File: src/rtl/cmd_param_buffer.sv
// Telecommand parameter buffer: captures detector byte strobes into a register file,
// validates the frame at end-of-frame and holds it for the controller until acknowledged.
// Optional XOR checksum check is enabled by defining CMD_BUF_CHECKSUM_EN.
module cmd_param_buffer #(
    parameter int DEPTH      = 32,
    parameter int ADDR_W     = 5,
    parameter int EXP_WRITES = 32
) (
    input  logic              clk,
    input  logic              reset,
    input  logic              CMD_WCLK,
    input  logic [ADDR_W-1:0] CMD_WADDR,
    input  logic [7:0]        PARAM_Byte,
    input  logic              CMD_Detected,
    input  logic [ADDR_W-1:0] rd_addr,
    output logic [7:0]        rd_data,
    output logic              cmd_valid,
    output logic              cmd_err,
    input  logic              cmd_ack,
    output logic [5:0]        wr_count,
    output logic              overrun
);

    typedef enum logic [1:0] {COLLECT, CHECK, PRESENT} state_t;

    localparam logic [5:0] EXP_COUNT = 6'(EXP_WRITES);

    state_t     state_reg, state_next;
    logic       wclk_d_reg, det_d_reg;
    logic [5:0] wr_count_reg, wr_count_next;
    logic       cmd_valid_reg, cmd_valid_next;
    logic       cmd_err_reg, cmd_err_next;
    logic       overrun_reg, overrun_next;
    logic [7:0] rd_data_reg;
    logic [7:0] mem [DEPTH];

    logic wclk_rise, det_fall, mem_we, frame_release, checksum_fail;

    assign wclk_rise = CMD_WCLK & ~wclk_d_reg;
    assign det_fall  = ~CMD_Detected & det_d_reg;

    always_comb begin
        state_next     = state_reg;
        wr_count_next  = wr_count_reg;
        cmd_valid_next = cmd_valid_reg;
        cmd_err_next   = cmd_err_reg;
        overrun_next   = overrun_reg;
        mem_we         = 1'b0;
        frame_release  = 1'b0;
        case (state_reg)
            COLLECT: begin
                if (wclk_rise) begin
                    mem_we        = 1'b1;
                    wr_count_next = (wr_count_reg == 6'd63) ? 6'd63 : wr_count_reg + 6'd1;
                end
                // An end-of-frame with nothing captured is not a frame.
                if (det_fall && (wr_count_next != 6'd0)) begin
                    state_next = CHECK;
                end
            end
            CHECK: begin
                cmd_err_next   = (wr_count_reg != EXP_COUNT) | checksum_fail;
                cmd_valid_next = 1'b1;
                state_next     = PRESENT;
                if (wclk_rise) begin
                    overrun_next = 1'b1;
                end
            end
            PRESENT: begin
                // A strobe coinciding with the release is dropped silently.
                if (cmd_ack) begin
                    cmd_valid_next = 1'b0;
                    cmd_err_next   = 1'b0;
                    wr_count_next  = 6'd0;
                    overrun_next   = 1'b0;
                    frame_release  = 1'b1;
                    state_next     = COLLECT;
                end else if (wclk_rise) begin
                    overrun_next = 1'b1;
                end
            end
            default: begin
                state_next = COLLECT;
            end
        endcase
    end

    always_ff @(posedge clk) begin
        if (!reset) begin
            state_reg     <= COLLECT;
            wclk_d_reg    <= 1'b0;
            det_d_reg     <= 1'b0;
            wr_count_reg  <= 6'd0;
            cmd_valid_reg <= 1'b0;
            cmd_err_reg   <= 1'b0;
            overrun_reg   <= 1'b0;
        end else begin
            state_reg     <= state_next;
            wclk_d_reg    <= CMD_WCLK;
            det_d_reg     <= CMD_Detected;
            wr_count_reg  <= wr_count_next;
            cmd_valid_reg <= cmd_valid_next;
            cmd_err_reg   <= cmd_err_next;
            overrun_reg   <= overrun_next;
        end
    end

    // Register file contents survive reset; only the read register is cleared.
    always_ff @(posedge clk) begin
        if (mem_we && reset) begin
            mem[CMD_WADDR] <= PARAM_Byte;
        end
    end

    always_ff @(posedge clk) begin
        if (!reset) begin
            rd_data_reg <= 8'h00;
        end else begin
            rd_data_reg <= mem[rd_addr];
        end
    end

`ifdef CMD_BUF_CHECKSUM_EN
    logic [7:0] acc_reg;

    always_ff @(posedge clk) begin
        if (!reset) begin
            acc_reg <= 8'h00;
        end else if (frame_release) begin
            acc_reg <= 8'h00;
        end else if (mem_we) begin
            acc_reg <= acc_reg ^ PARAM_Byte;
        end
    end

    // The sender's final byte makes the XOR over the whole frame zero.
    assign checksum_fail = (acc_reg != 8'h00);
`else
    assign checksum_fail = 1'b0;
`endif

    assign rd_data   = rd_data_reg;
    assign cmd_valid = cmd_valid_reg;
    assign cmd_err   = cmd_err_reg;
    assign wr_count  = wr_count_reg;
    assign overrun   = overrun_reg;

endmodule

File: config.mk
export PLATFORM = sky130hd
export DESIGN_NAME = cmd_param_buffer
export DESIGN_NICKNAME = d
export VERILOG_FILES = /design/src/rtl/cmd_param_buffer.sv
export SDC_FILE = /design/constraint.sdc
export NUM_CORES = 1
export LEC_CHECK = 0
export BUFFER_PORTS_ARGS = -buffer_cell sky130_fd_sc_hd__buf_2
export CELL_PAD_IN_SITES_DETAIL_PLACEMENT = 1
export CELL_PAD_IN_SITES_GLOBAL_PLACEMENT = 2
export CORE_UTILIZATION = 48
export DETAILED_ROUTE_END_ITERATION = 10
export GPL_TIMING_DRIVEN = 0
export PLACE_DENSITY = 0.9
export SKIP_CTS_REPAIR_TIMING = 1
export SYNTH_ARGS = -nofsm -noshare
export SYNTH_HDL_FRONTEND = slang
export SYNTH_SLANG_ARGS = --single-unit
File: constraint.sdc
create_clock -name clk -period 2.53 [get_ports clk]
set_clock_uncertainty 0.05 [all_clocks]
set_input_delay 0.3795 -clock clk [delete_from_list [all_inputs] [get_ports clk]]
set_output_delay 0.3795 -clock clk [all_outputs]
set_load 0.005 [all_outputs]
== Word level (Yosys, flattened, before mapping) ==
Memory sizes are Yosys's and may differ from the RTL's. A register that Yosys moved wholly into a read port is not among the register bits.
Index checks and enable logic that the tools add are counted.
Cells by class
  bitwise logic cells: 4
  mux-type cells: 18
  equal/unequal tests: 6
  add/sub/neg operators: 1
  reductions and logical operators: 10
Operators by type and width (count)
  2-to-1 mux 6 bit: 4
  case mux 6 bit (2 select lines): 1
  2-to-1 mux 1 bit: 7
  adder 6 x 1 -> 6 bit (second input constant): 1
  == test 6 bit (second input constant): 1
  inequality test 6 bit (second input constant): 1
  case mux 1 bit (2 select lines): 3
  case mux 2 bit (3 select lines): 1
  AND reduction 2 bit: 3
  nonzero test 6 bit: 1
  2-to-1 mux 2 bit: 2
  inequality test 2 bit (second input constant): 2
  nonzero test 2 bit: 2
  AND 1 bit: 2
  == test 2 x 1 -> 1 bit (second input constant): 1
  == test 2 bit (second input constant): 1
  logical AND 1 bit: 2
  zero test 2 bit: 1
  NOT 1 bit: 2
  zero test 1 bit: 1
Word-level totals
  input bits: 23
  memory bits (writable): 256
  output and inout port bits: 17
  logic and storage cells: 47
  memories: 1
  register bits: 13
Memory list
  mem: words 32, width 8, rd ports 1, clocked after memory_dff 1, wr ports 1, line 35  | logic [7:0] mem [DEPTH];

== Longest topological paths before layout ==
Gate-level depths: netlist of the first run.
  word-level depth: 8
  mapped depth: 8
  depth with buffers taken out: 7

== Least setup slack after synthesis of the first run ==
No wires, ideal clock.
  path kind: register to register
  start: reg state_reg[0]
  end: mem mem[0][0] (enable)
  arrival: 1.598 ns
  data required time: 2.110 ns
  stages on the path, launching flop included: 7
  clock period less this slack: 2.018 ns
  path slack: 0.512 ns
  cells stage by stage: dfxtp_1 -> inv_1 -> ha_1 -> nand3_1 -> or3_1 -> clkbuf_1 -> nor2_1
Between the ends
  word-level cells in the longest chain between the ends: 5
RTL lines
  start: declaration: line 28  | state_t state_reg, state_next;
  start signal: assignment: line 98  | state_reg <= state_next;
  zero test 2 bit: line 50  | case (state_reg)
  2-to-1 mux 1 bit: line 50
  logical AND 1 bit: line 110  | if (mem_we && reset) begin
  2-to-1 mux 1 bit: line 110
  2-to-1 mux 1 bit (implied by the code): line 111  | mem[CMD_WADDR] <= PARAM_Byte;
  end: declaration: line 35
No other way between the ends.

== Worst setup path after layout of the first run ==
  start: reg state_reg[0]
  end: mem mem[13][2] (enable)
The elaborated chain is that of the path after synthesis.

==> implementation parameters, run 1 <==
Parameter                              Value

Synthesis
  Warning count from the yosys run ... 0
  Number of distinct standard cells referenced by the synthesized netlist ... 43
  Synth Area per Inst ... 19.39 sq um
  Mapped cell area ... 11010 sq um
  Area contributors post-synth ... sky130_fd_sc_hd__edfxtp_1 (70%), sky130_fd_sc_hd__mux4_2 (9.2%), sky130_fd_sc_hd__mux4_1 (4.5%)
  Proportion of synthesized chip area in sequential cells ... 0.7363
  Leading area contributor after synthesis ... sky130_fd_sc_hd__edfxtp_1
  Net Count, Synth ... 596
  Total of flip-flops plus latches after synthesis ... 277
  Portion of synthesized cell area occupied by the leading cell type ... 0.6981
  Post-synthesis cell count ... 568

Routing
  First-pass detailed-route iteration total ... 4
  Sum of routed wire length over all layers ... 25.68 mm
  Remaining routing DRC violations ... 0
  Final antenna-violating net count ... 0
  Via density ... 6.053
  Routed via count ... 5708
  Iteration-0 DRC count of the detailed router ... 423
  WL/cell ... 27.23 um

Floorplan
  Number of ports placed on the die boundary ... 40
  Site row count ... 55
  Core region area ... 22570 sq um
  Die width ... 153.5 um
  Full die area ... 23550 sq um
  Starting density of the core ... 0.4879
  Die Y ... 153.5 um

Global routing
  Total gr overflow ... 0
  Antenna violations before repair ... 1
  Via count of the first global-routing pass ... 6165
  Maximum number of pins on one net before global-route repair ... 33
  Wire length of the first global-routing pass ... 38.74 mm
  Total routing resource utilization after global routing ... 0.2244

Clock tree
  Clock buffer count from CTS ... 29
  TritonCTS clock tree ... yes
  Clock slew at the register clock pins of the worst setup and hold paths ... 0.06 ns
  Buffer levels on the longest clock path ... 3
  Clock latency on the worst-skew pair ... 0.54 ns
  Clock net sink count ... 277
  Level count of the clock H-tree ... 1
  CTS Root Buffer Type ... sky130_fd_sc_hd__clkbuf_16

Worst setup path
  Startpoint of the worst register-to-register path ... state_reg[0]
  Series of cell instances along the critical path ... inv_1 -> ha_1 -> nand3_1 -> nor2_1 -> nand2_2 -> nor2_4
  Max Fanout on Critical Path ... 8
  Critical path class ... reg -> reg
  Delay of the slowest cell on the worst path ... 0.41 ns
  Critical path required time ... 2.68 ns
  Path depth of the worst reg2reg path ... 6
  Capturing element of the worst setup path ... mem[13][2]
  CP arrival ... 2.55 ns
  End of the worst register-to-register path ... mem[13][2]
  Slowest stage cell, crit path ... sky130_fd_sc_hd__nor2_4
  Minimum setup slack among reg-to-reg paths ... 0.14 ns
  Worst Setup SP ... state_reg[0]
  Type of destination of the critical path ... flip-flop
  Element type at the critical path start ... flip-flop

STA
  Fmax ... 417.6 MHz
  Post-layout min period ... 2.395 ns
  Fin. max-slew vios ... 0
  Setup violations, final ... 0
  Crit share post-route ... 0.9465
  Worst hold margin ... 0.01440 ns
  Slew headroom ... 0.5211
  Transition at the pin with the smallest max-transition slack ... 0.7141 ns
  Unrepaired setup endpoints after global routing ... false
  Number of hold violations in the final report ... 0

Final layout
  Diodes inserted ... 0
  Layout cell share with drive strength beyond 1 ... 0.2979
  Nets ... 664
  Number of flip-flops in the largest register ... 256
  Area added between synthesis and finish ... 16.03%
  Post-layout utilization of the core ... 0.5661

Pwr
  Switching power as a share of total power ... 0.2134
  Sum of internal, switching and leakage power ... 9.819 mW
  Max rail drop VDD ... 0.0005845 V
  Combinational share of power ... 0.053
  Internal ... 7.724 mW
  Static leakage ... 4.123 nW
  Pwr Density ... 768.5 nW/um^2
  Clock network power share ... 0.433
  Power share of the sequential group ... 0.514
  Sw Pwr ... 2.095 mW

Job
  Maximum Capacitance Violations ... 0

Hold path
  Classification of the worst-slack hold path ... in -> reg

Placement
  IO Port Bufs ... 36
  Post-DP HPWL ... 16.31 mm
  Final weighted congestion in routability-driven placement ... 0.8507

Run status
  Status ... finished, final reports clean
-- Yosys cell counts (all sizes together) --
cell	instances
edfxtp	256
mux4	64
nor2	47
nand2	34
dfxtp	21
buf	19
o22ai	16
nor2b	12
mux2i	9
nor4	9
o21ai	9
a211oi	8
a21oi	8
nand3	7
clkbuf	5
ha	5
inv	5
nand3b	5
a21boi	4
nand2b	4
and2	3
o31ai	3
a31oi	2
nand4	2
or3	2
a21o	1
and2b	1
mux2	1
nor3	1
nor3b	1
nor4b	1
o41ai	1
or3b	1
xor2	1
-- how the worst min path moves through the flow --
| stage | endpoint | slack [ns] | cells after the start | start |
|---|---|---|---|---|
| after floorplan | state_reg[1] | 0.40 | 2 | state_reg[1] |
| after global placement | overrun | 0.41 | 2 | overrun |
| after detailed placement | overrun | 0.42 | 2 | overrun |
| after CTS | det_d_reg | 0.004 | 2 | CMD_Detected |
| after global routing | det_d_reg | 0.03 | 2 | CMD_Detected |
| final | det_d_reg | 0.01 | 2 | CMD_Detected |
-- cells by family (layout without fill, tap and decap cells) --
kind of cell / after synthesis / after routing / synth area share
AOI/OAI and AO/OA: 52 / 52 / 0.03056
xor gates and xnor gates: 1 / 1 / 0.0007955
adders and majority gates: 5 / 5 / 0.005681
buffers and inverters: 29 / 119 / 0.01920
DFF: 277 / 277 / 0.7363
muxes: 74 / 74 / 0.1466
and+or+nand+nor: 130 / 130 / 0.06090
-- power by group through the flow --
stage / Sequential (mW) / Clock [mW] / Combinational, mW
final: 5.04 / 4.26 / 0.518
after CTS: 5.04 / 4.30 / 0.500
after floorplan: 5.14 / 0 / 0.277
after global routing: 5.05 / 4.45 / 0.554
after global placement: 5.14 / 0 / 0.467
after detailed placement: 5.14 / 0 / 0.496
-- layout by cell type, fill, tap and decap left out, drive strengths merged, types with 8 or more instances in the layout --
cell type,count
buf,57
nor4,9
nand2,34
nor2,47
mux4,64
mux2i,9
nor2b,12
o22ai,16
dfxtp,21
a211oi,8
clkbuf,41
o21ai,9
a21oi,8
edfxtp,256
clkinv,10
-- routing by layer --
layer | vias up | global-route usage | share of wire
li1 | 2462 | - | -
met1 | 2986 | 0.3005 | 0.41
met2 | 216 | 0.3829 | 0.51
met3 | 44 | 0.03601 | 0.066
met4 | 0 | 0.06286 | 0.020
met5 | - | 0 | 0
-- area by class of cell --
cell class                 instances  area [sq um]
fill                            1984          9794
multi-input combinational        262          2955
inverter                           5         18.77
clock buffer                      37         785.8
tap                              285         356.6
timing repair buffer              38         195.2
sequential                       277          8108
buffer                            23         188.9
clock inverter                    16         168.9
-- worst max-delay path, delay by kind of cell, from the launching register on --
family / cells / cell delay [ns]
adder cells (fa/ha/maj): 1 / 0.25
buffers and inverters: 1 / 0.11
flip-flops: 1 / 0.31
AND/OR/NAND/NOR: 4 / 1.33
-- through the flow --
step                setup slack (ns)  TNS, ns  instances  instance area, sq um
floorplan                     0.5123        0        568                 11010
global placement             -0.1864   -14.06        889                 11550
detailed placement           -0.3590   -47.54        889                 11550
CTS                          -0.3636   -46.66        942                 12500
global route                 0.04123        0        943                 12780
finish                        0.1354        0        943                 12780
(Power assumes the default switching activity.)
==> run 2, diff against run 1 <==
--- a/config.mk
+++ b/config.mk
@@ -9,8 +9,10 @@
 export CELL_PAD_IN_SITES_DETAIL_PLACEMENT = 1
 export CELL_PAD_IN_SITES_GLOBAL_PLACEMENT = 2
 export CORE_UTILIZATION = 48
+export CTS_CLUSTER_SIZE = 40
 export DETAILED_ROUTE_END_ITERATION = 10
 export GPL_TIMING_DRIVEN = 0
+export MAX_ROUTING_LAYER = met4
 export PLACE_DENSITY = 0.9
 export SKIP_CTS_REPAIR_TIMING = 1
 export SYNTH_ARGS = -nofsm -noshare
==> run 2 against run 1 <==
The flow now finishes with violations (negative setup slack); sequential power is essentially flat; power shrank 0.81%; global-route usage shrank 0.17 points; critical path depth is the same; combinational power shrank 2%; wire length shrank 2.4%; utilization shrank 0.25 points.
==> implementation parameters, run 2 (same netlist as run 1, synthesis figures left out) <==
Parameter                              Value

Final layout
  Leading cell types in the layout, fill and taps excluded ... sky130_fd_sc_hd__edfxtp_1 (256), sky130_fd_sc_hd__buf_2 (45), sky130_fd_sc_hd__mux4_2 (45), sky130_fd_sc_hd__nand2_1 (33), sky130_fd_sc_hd__clkbuf_16 (29)
  Nets ... 663 (-0.15%)
  Layout cell share with drive strength beyond 1 ... 0.2979 (unchanged)
  Number of cells in the finished layout apart from fillers ... 943 (unchanged)
  Diodes inserted ... 0 (unchanged)
  Area added between synthesis and finish ... 15.51%
  Leading cell type in the layout, fill and taps excluded ... sky130_fd_sc_hd__edfxtp_1
  Number of flip-flops in the largest register ... 256 (unchanged)
  Final standard cell area without fillers ... 12720 sq um (-0.45%)
  Post-layout utilization of the core ... 0.5635 (-0.002550)

STA
  Final sum of negative setup slack ... -0.3812 ns (-0.3812 ns)
  Number of hold violations in the final report ... 0 (unchanged)
  Slew headroom ... 0.5282 (+0.007169)
  Unrepaired setup endpoints after global routing ... true
  Fin. max-slew vios ... 0 (unchanged)
  Post-layout min period ... 2.554 ns (+0.1595 ns)
  Transition at the pin with the smallest max-transition slack ... 0.7034 ns (-0.01069 ns)
  Worst Slack Setup Final ... -0.02416 ns (-0.1595 ns)
  Setup violations, final ... 30 (+30)
  Crit share post-route ... 1.010 (+0.06306)
  Fmax ... 391.5 MHz (-6.2%)

Pwr
  Switching power as a share of total power ... 0.2151 (+0.001749)
  Static leakage ... 4.103 nW (-0.48%)
  Combinational share of power ... 0.052 (about the same)
  Internal ... 7.644 mW (-1.0%)
  Sw Pwr ... 2.095 mW (about the same)
  Clock network power share ... 0.430 (-0.003)
  Pwr Density ... 765.7 nW/um^2 (-0.36%)
  Max rail drop VDD ... 0.0005954 V (+1.9%)
  Power share of the sequential group ... 0.518 (+0.004)

Routing
  Sum of routed wire length over all layers ... 25.06 mm (-2.4%)
  Via density ... 6.054 (about the same)
  Iteration-0 DRC count of the detailed router ... 466 (+10%)
  Routed via count ... 5709 (+0.018%)
  Remaining routing DRC violations ... 0 (unchanged)
  First-pass detailed-route iteration total ... 4 (unchanged)
  WL/cell ... 26.57 um (-2.4%)
  Final antenna-violating net count ... 0 (unchanged)

Worst setup path
  Max Fanout on Critical Path ... 8 (unchanged)
  Minimum setup slack among reg-to-reg paths ... -0.02 ns (-0.16 ns)
  Critical path required time ... 2.65 ns (-0.03 ns)
  Path depth of the worst reg2reg path ... 6 (unchanged)
  Critical path class ... reg -> reg
  Element type at the critical path start ... flip-flop
  Type of destination of the critical path ... flip-flop
  CP arrival ... 2.68 ns (+0.13 ns)
  End of the worst register-to-register path ... mem[14][1]
  Startpoint of the worst register-to-register path ... state_reg[0]

Floorplan
  Die Y ... 153.5 um (unchanged)
  Number of ports placed on the die boundary ... 40 (unchanged)
  Full die area ... 23550 sq um (unchanged)
  Site row count ... 55 (unchanged)
  Core region area ... 22570 sq um (unchanged)
  Starting density of the core ... 0.4879 (unchanged)
  Die width ... 153.5 um (unchanged)

Clock tree
  Clock net sink count ... 277 (unchanged)
  Clock slew at the register clock pins of the worst setup and hold paths ... 0.06 ns (about the same)
  Buffer levels on the longest clock path ... 3 (unchanged)
  Clock buffer count from CTS ... 29 (unchanged)
  CTS Root Buffer Type ... sky130_fd_sc_hd__clkbuf_16
  Clock latency on the worst-skew pair ... 0.55 ns (about the same)
  Level count of the clock H-tree ... 1 (unchanged)
  TritonCTS clock tree ... yes

Hold path
  Hold depth ... 2 (unchanged)
  Min-Delay Startpoint ... CMD_Detected
  Hold Crit Endpoint ... det_d_reg
  Classification of the worst-slack hold path ... in -> reg

Job
  Maximum Capacitance Violations ... 0 (unchanged)

Placement
  Post-DP HPWL ... 15.90 mm (-2.5%)
  IO Port Bufs ... 36 (unchanged)
  Final weighted congestion in routability-driven placement ... 0.8429 (-0.92%)
  Number of instances in the placed design ... 889 (unchanged)
  Standard cell area after detailed placement ... 11550 sq um (unchanged)

Global routing
  Global routing usage on met1 ... 0.2827 (-0.01779)
  Total routing resource utilization after global routing ... 0.2226 (-0.001746)
  Antenna violations before repair ... 0 (-1)
  Wire length of the first global-routing pass ... 37.09 mm (-4.3%)
  Maximum number of pins on one net before global-route repair ... 33 (unchanged)
  Layer with the highest usage ... met2
  Met2 track utilization from global routing ... 0.3707 (-0.01218)
  Via count of the first global-routing pass ... 6085 (-1.3%)
  Total gr overflow ... 0 (unchanged)
  GR Layer Usage met3 ... 0.03431 (-0.001701)

Run status
  Violations in the final reports ... negative setup slack
  Status ... finished with violations
==> run 2: how the worst max path moves through the flow <==
stage / startpoint / endpoint / slack [ns] / depth (start not counted)
finish: state_reg[0] / mem[14][1] / -0.02 / 6
global route: state_reg[0] / mem[2][2] / -0.19 / 6
CTS: state_reg[0] / mem[12][0] / -0.38 / 6
detailed placement: state_reg[0] / mem[12][2] / -0.26 / 6
global placement: CMD_WCLK / mem[4][1] / -0.19 / 6
floorplan: state_reg[0] / mem[0][0] / 0.51 / 6
==> run 2: worst max-delay path: stages (launching register included) <==
cell and delay, ns:
sky130_fd_sc_hd__dfxtp_1 0.31, sky130_fd_sc_hd__inv_1 0.10, sky130_fd_sc_hd__ha_1 0.26, sky130_fd_sc_hd__nand3_1 0.30
sky130_fd_sc_hd__nor2_1 0.19, sky130_fd_sc_hd__nand2_1 0.40, sky130_fd_sc_hd__nor2_2 0.58
==> run 2: area by class of cell <==
cell class | instances | area (sq um)
flip-flops and latches | 277 | 8108
clock inverters | 22 | 209.0
multi-input cells | 262 | 2902
repair buffers | 37 | 200.2
clock buffers | 32 | 737.0
inverters | 5 | 18.77
well taps | 285 | 356.6
fillers | 1997 | 9852
plain buffers | 23 | 188.9
==> run 2: routing by layer <==
layer	vias to the layer above	part of all wire
li1	2461	-
met1	2958	0.40
met2	227	0.50
met3	63	0.064
met4	0	0.033
met5	-	0
==> run 2: stage by stage <==
| stage | hold slack [ns] | setup slack, ns | power (mW) |
|---|---|---|---|
| 3_3_place_gp | 0.4110 | -0.1884 | 5.606 |
| 4_1_cts | 0.01187 | -0.3799 | 9.778 |
| 6_report | 0.01963 | -0.02416 | 9.739 |
| 5_1_grt | 0.02325 | -0.1912 | 9.978 |
| 3_5_place_dp | 0.4174 | -0.2556 | 5.633 |
| 2_1_floorplan | 0.4047 | 0.5123 | 5.418 |
==> run 2: power by group through the flow <==
stage	sequential [mW]	combinational, mW	clock [mW]
global route	5.05	0.541	4.39
finish	5.05	0.509	4.19
floorplan	5.14	0.277	0
detailed placement	5.14	0.491	0
global placement	5.14	0.468	0
CTS	5.05	0.492	4.24
==> run 3, diff against run 2 <==
--- a/config.mk
+++ b/config.mk
@@ -11,9 +11,9 @@
 export CORE_UTILIZATION = 48
 export CTS_CLUSTER_SIZE = 40
 export DETAILED_ROUTE_END_ITERATION = 10
-export GPL_TIMING_DRIVEN = 0
 export MAX_ROUTING_LAYER = met4
 export PLACE_DENSITY = 0.9
+export RECOVER_POWER = 100
 export SKIP_CTS_REPAIR_TIMING = 1
 export SYNTH_ARGS = -nofsm -noshare
 export SYNTH_HDL_FRONTEND = slang
==> run 3 against run 2 <==
The flow finishes with violations (max-capacitance violations, max-slew violations); via count is 2.0% higher; count of clock-buffer cells in the layout is 5 higher; critical path depth stayed put; global-route usage is 1.4 points higher; critical endpoint is now mem[24][4].
==> implementation parameters, run 3 (same netlist as run 1, synthesis figures left out) <==
Parameter                              Value

Run status
  Status ... finished with violations
  Violations in the final reports ... max-capacitance violations, max-slew violations

Floorplan
  Core region area ... 22570 sq um (unchanged)
  Die width ... 153.5 um (unchanged)
  Starting density of the core ... 0.4879 (unchanged)
  Full die area ... 23550 sq um (unchanged)
  Die Y ... 153.5 um (unchanged)
  Site row count ... 55 (unchanged)
  Number of ports placed on the die boundary ... 40 (unchanged)

Worst setup path
  Delay of the slowest cell on the worst path ... 0.62 ns (+0.04 ns)
  Minimum setup slack among reg-to-reg paths ... 0.14 ns (+0.17 ns)
  Depth of the critical timing path with buffers and inverters included ... 6 (unchanged)
  CP delay by family, top ... simple AND/OR/NAND/NOR gates
  Series of cell instances along the critical path ... inv_1 -> ha_1 -> nand3_1 -> or3_1 -> nor2_1 -> clkbuf_2
  Element type at the critical path start ... flip-flop
  Worst Setup SP ... state_reg[0]
  Path depth of the worst reg2reg path ... 6 (unchanged)
  CP arrival ... 2.55 ns (-0.13 ns)
  Critical path class ... reg -> reg
  Slowest stage cell, crit path ... sky130_fd_sc_hd__or3_1
  Type of destination of the critical path ... flip-flop
  Max Fanout on Critical Path ... 8 (unchanged)
  Number of buffer and inverter instances along the worst setup path ... 2 (+1)
  Critical path required time ... 2.70 ns (+0.05 ns)
  Startpoint of the worst register-to-register path ... state_reg[0]

STA
  Post-layout min period ... 2.385 ns (-0.1688 ns)
  Unrepaired setup endpoints after global routing ... false
  Number of hold violations in the final report ... 0 (unchanged)
  Fin. max-slew vios ... 231 (+231)
  Final sum of negative setup slack ... 0 ns (+0.3812 ns)
  Transition at the pin with the smallest max-transition slack ... 1.831 ns (+1.128 ns)
  Fmax ... 419.2 MHz (+7.1%)
  Crit share post-route ... 0.9428 (-0.06674)
  Slew headroom ... -0.2209 (-0.7492)
  Setup violations, final ... 0 (-100%)

Routing
  Remaining routing DRC violations ... 0 (unchanged)
  Via density ... 6.052 (about the same)
  Sum of routed wire length over all layers ... 26.19 mm (+4.5%)
  Routed via count ... 5822 (+2.0%)
  First-pass detailed-route iteration total ... 5 (+1)
  Iteration-0 DRC count of the detailed router ... 460 (-1.3%)
  Final antenna-violating net count ... 0 (unchanged)
  WL/cell ... 27.23 um (+2.5%)

Clock tree
  TritonCTS clock tree ... yes
  Clock net sink count ... 277 (unchanged)
  Clock buffer count from CTS ... 29 (unchanged)
  Buffer levels on the longest clock path ... 3 (unchanged)
  Clock slew at the register clock pins of the worst setup and hold paths ... 0.06 ns (about the same)
  Level count of the clock H-tree ... 1 (unchanged)
  CTS Root Buffer Type ... sky130_fd_sc_hd__clkbuf_16
  Clock latency on the worst-skew pair ... 0.55 ns (about the same)

Final layout
  Layout cell share with drive strength beyond 1 ... 0.2230 (-0.07483)
  Area occupied by multi-input gates ... 2669 sq um (-8.0%)
  Post-layout utilization of the core ... 0.5547 (-0.008869)
  Nets ... 683 (+3.0%)
  Filler Cell Count ... 2006 (+0.45%)
  Sequential cell area ... 8108 sq um (unchanged)
  Number of flip-flops in the largest register ... 256 (unchanged)
  Leading cell types in the layout, fill and taps excluded ... sky130_fd_sc_hd__edfxtp_1 (256), sky130_fd_sc_hd__nor2_1 (47), sky130_fd_sc_hd__mux4_2 (45), sky130_fd_sc_hd__nand2_1 (34), sky130_fd_sc_hd__clkbuf_1 (30)
  Diodes inserted ... 0 (unchanged)
  Area added between synthesis and finish ... 13.69%
  Leading cell type in the layout, fill and taps excluded ... sky130_fd_sc_hd__edfxtp_1

Global routing
  Via count of the first global-routing pass ... 6275 (+3.1%)
  Wire length of the first global-routing pass ... 39.41 mm (+6.3%)
  Antenna violations before repair ... 0 (unchanged)
  Total routing resource utilization after global routing ... 0.2368 (+0.01420)
  Total gr overflow ... 0 (unchanged)
  Maximum number of pins on one net before global-route repair ... 33 (unchanged)

Placement
  IO Port Bufs ... 39 (+8.3%)
  Post-DP HPWL ... 16.90 mm (+6.3%)
  Final weighted congestion in routability-driven placement ... 0.8242 (-2.2%)

Hold path
  Min-Delay Startpoint ... CMD_WCLK
  Hold depth ... 2 (unchanged)
  Classification of the worst-slack hold path ... in -> reg

Pwr
  Max rail drop VDD ... 0.0006244 V (+4.9%)
  Pwr Density ... 771.9 nW/um^2 (+0.82%)
  Static leakage ... 4.121 nW (+0.45%)

Job
  Maximum Capacitance Violations ... 7 (+7)
[run 3: cell types whose count changed in the layout (fill, tap and decap cells not counted), moves of 3 or more]
cell,change
sky130_fd_sc_hd__nor2_1,+32
sky130_fd_sc_hd__buf_2,-26
sky130_fd_sc_hd__clkbuf_2,+25
sky130_fd_sc_hd__nor2_4,-24
sky130_fd_sc_hd__clkbuf_1,+23
sky130_fd_sc_hd__buf_4,+8
sky130_fd_sc_hd__nor2_2,-8
sky130_fd_sc_hd__clkinvlp_4,-5
sky130_fd_sc_hd__clkinv_1,+3
sky130_fd_sc_hd__clkinv_2,-3
[run 3: routing by layer]
| metal | part of all wire | up-vias | wire length, um | global-route usage |
|---|---|---|---|---|
| li1 | - | 2499 | - | - |
| met3 | 0.059 | 41 | 1533 | 0.04281 |
| met5 | 0 | - | 0 | - |
| met1 | 0.41 | 3092 | 10800 | 0.3027 |
| met2 | 0.51 | 190 | 13290 | 0.3931 |
| met4 | 0.021 | 0 | 563 | 0.06286 |
[run 3: stage by stage]
step / instances / hold slack, ns / power, mW / area [sq um] / setup slack [ns]
3_3_place_gp: 909 / 0.3962 / 5.612 / 11720 / 0.3438
3_5_place_dp: 909 / 0.4489 / 5.637 / 11720 / 0.1848
6_report: 962 / 0.01102 / 9.664 / 12520 / 0.1447
5_1_grt: 962 / 0.02181 / 9.905 / 12520 / 0.02979
4_1_cts: 962 / -0.005903 / 9.732 / 12640 / 0.1312
2_1_floorplan: 568 / 0.4047 / 5.418 / 11010 / 0.5123
[run 3: power breakdown]
part	internal [mW]	total, mW	switching, mW
logic	0.175	0.478	0.304
registers	5.04	5.05	0.0195
clock network	2.42	4.13	1.71
[run 3: path summary, 6_finish.rpt]
kind                        to
setup reg to reg    mem[24][4]
hold / removal      wclk_d_reg
hold reg to reg   state_reg[1]
setup / recovery    mem[24][4]
[run 3: worst register-to-register path, cell delays in order (launching register included)]
cell and delay [ns]:
sky130_fd_sc_hd__dfxtp_1 0.32, sky130_fd_sc_hd__inv_1 0.10, sky130_fd_sc_hd__ha_1 0.27, sky130_fd_sc_hd__nand3_1 0.23
sky130_fd_sc_hd__or3_1 0.62, sky130_fd_sc_hd__nor2_1 0.22, sky130_fd_sc_hd__clkbuf_2 0.27
[run 3: area by class of cell]
class                      count  area share
multi-input combinational    262      0.2132
inverter                       5    0.001499
tap                          285     0.02848
timing repair buffer          80     0.03558
clock inverter                16     0.01329
clock buffer                  37     0.06036
sequential                   277      0.6476
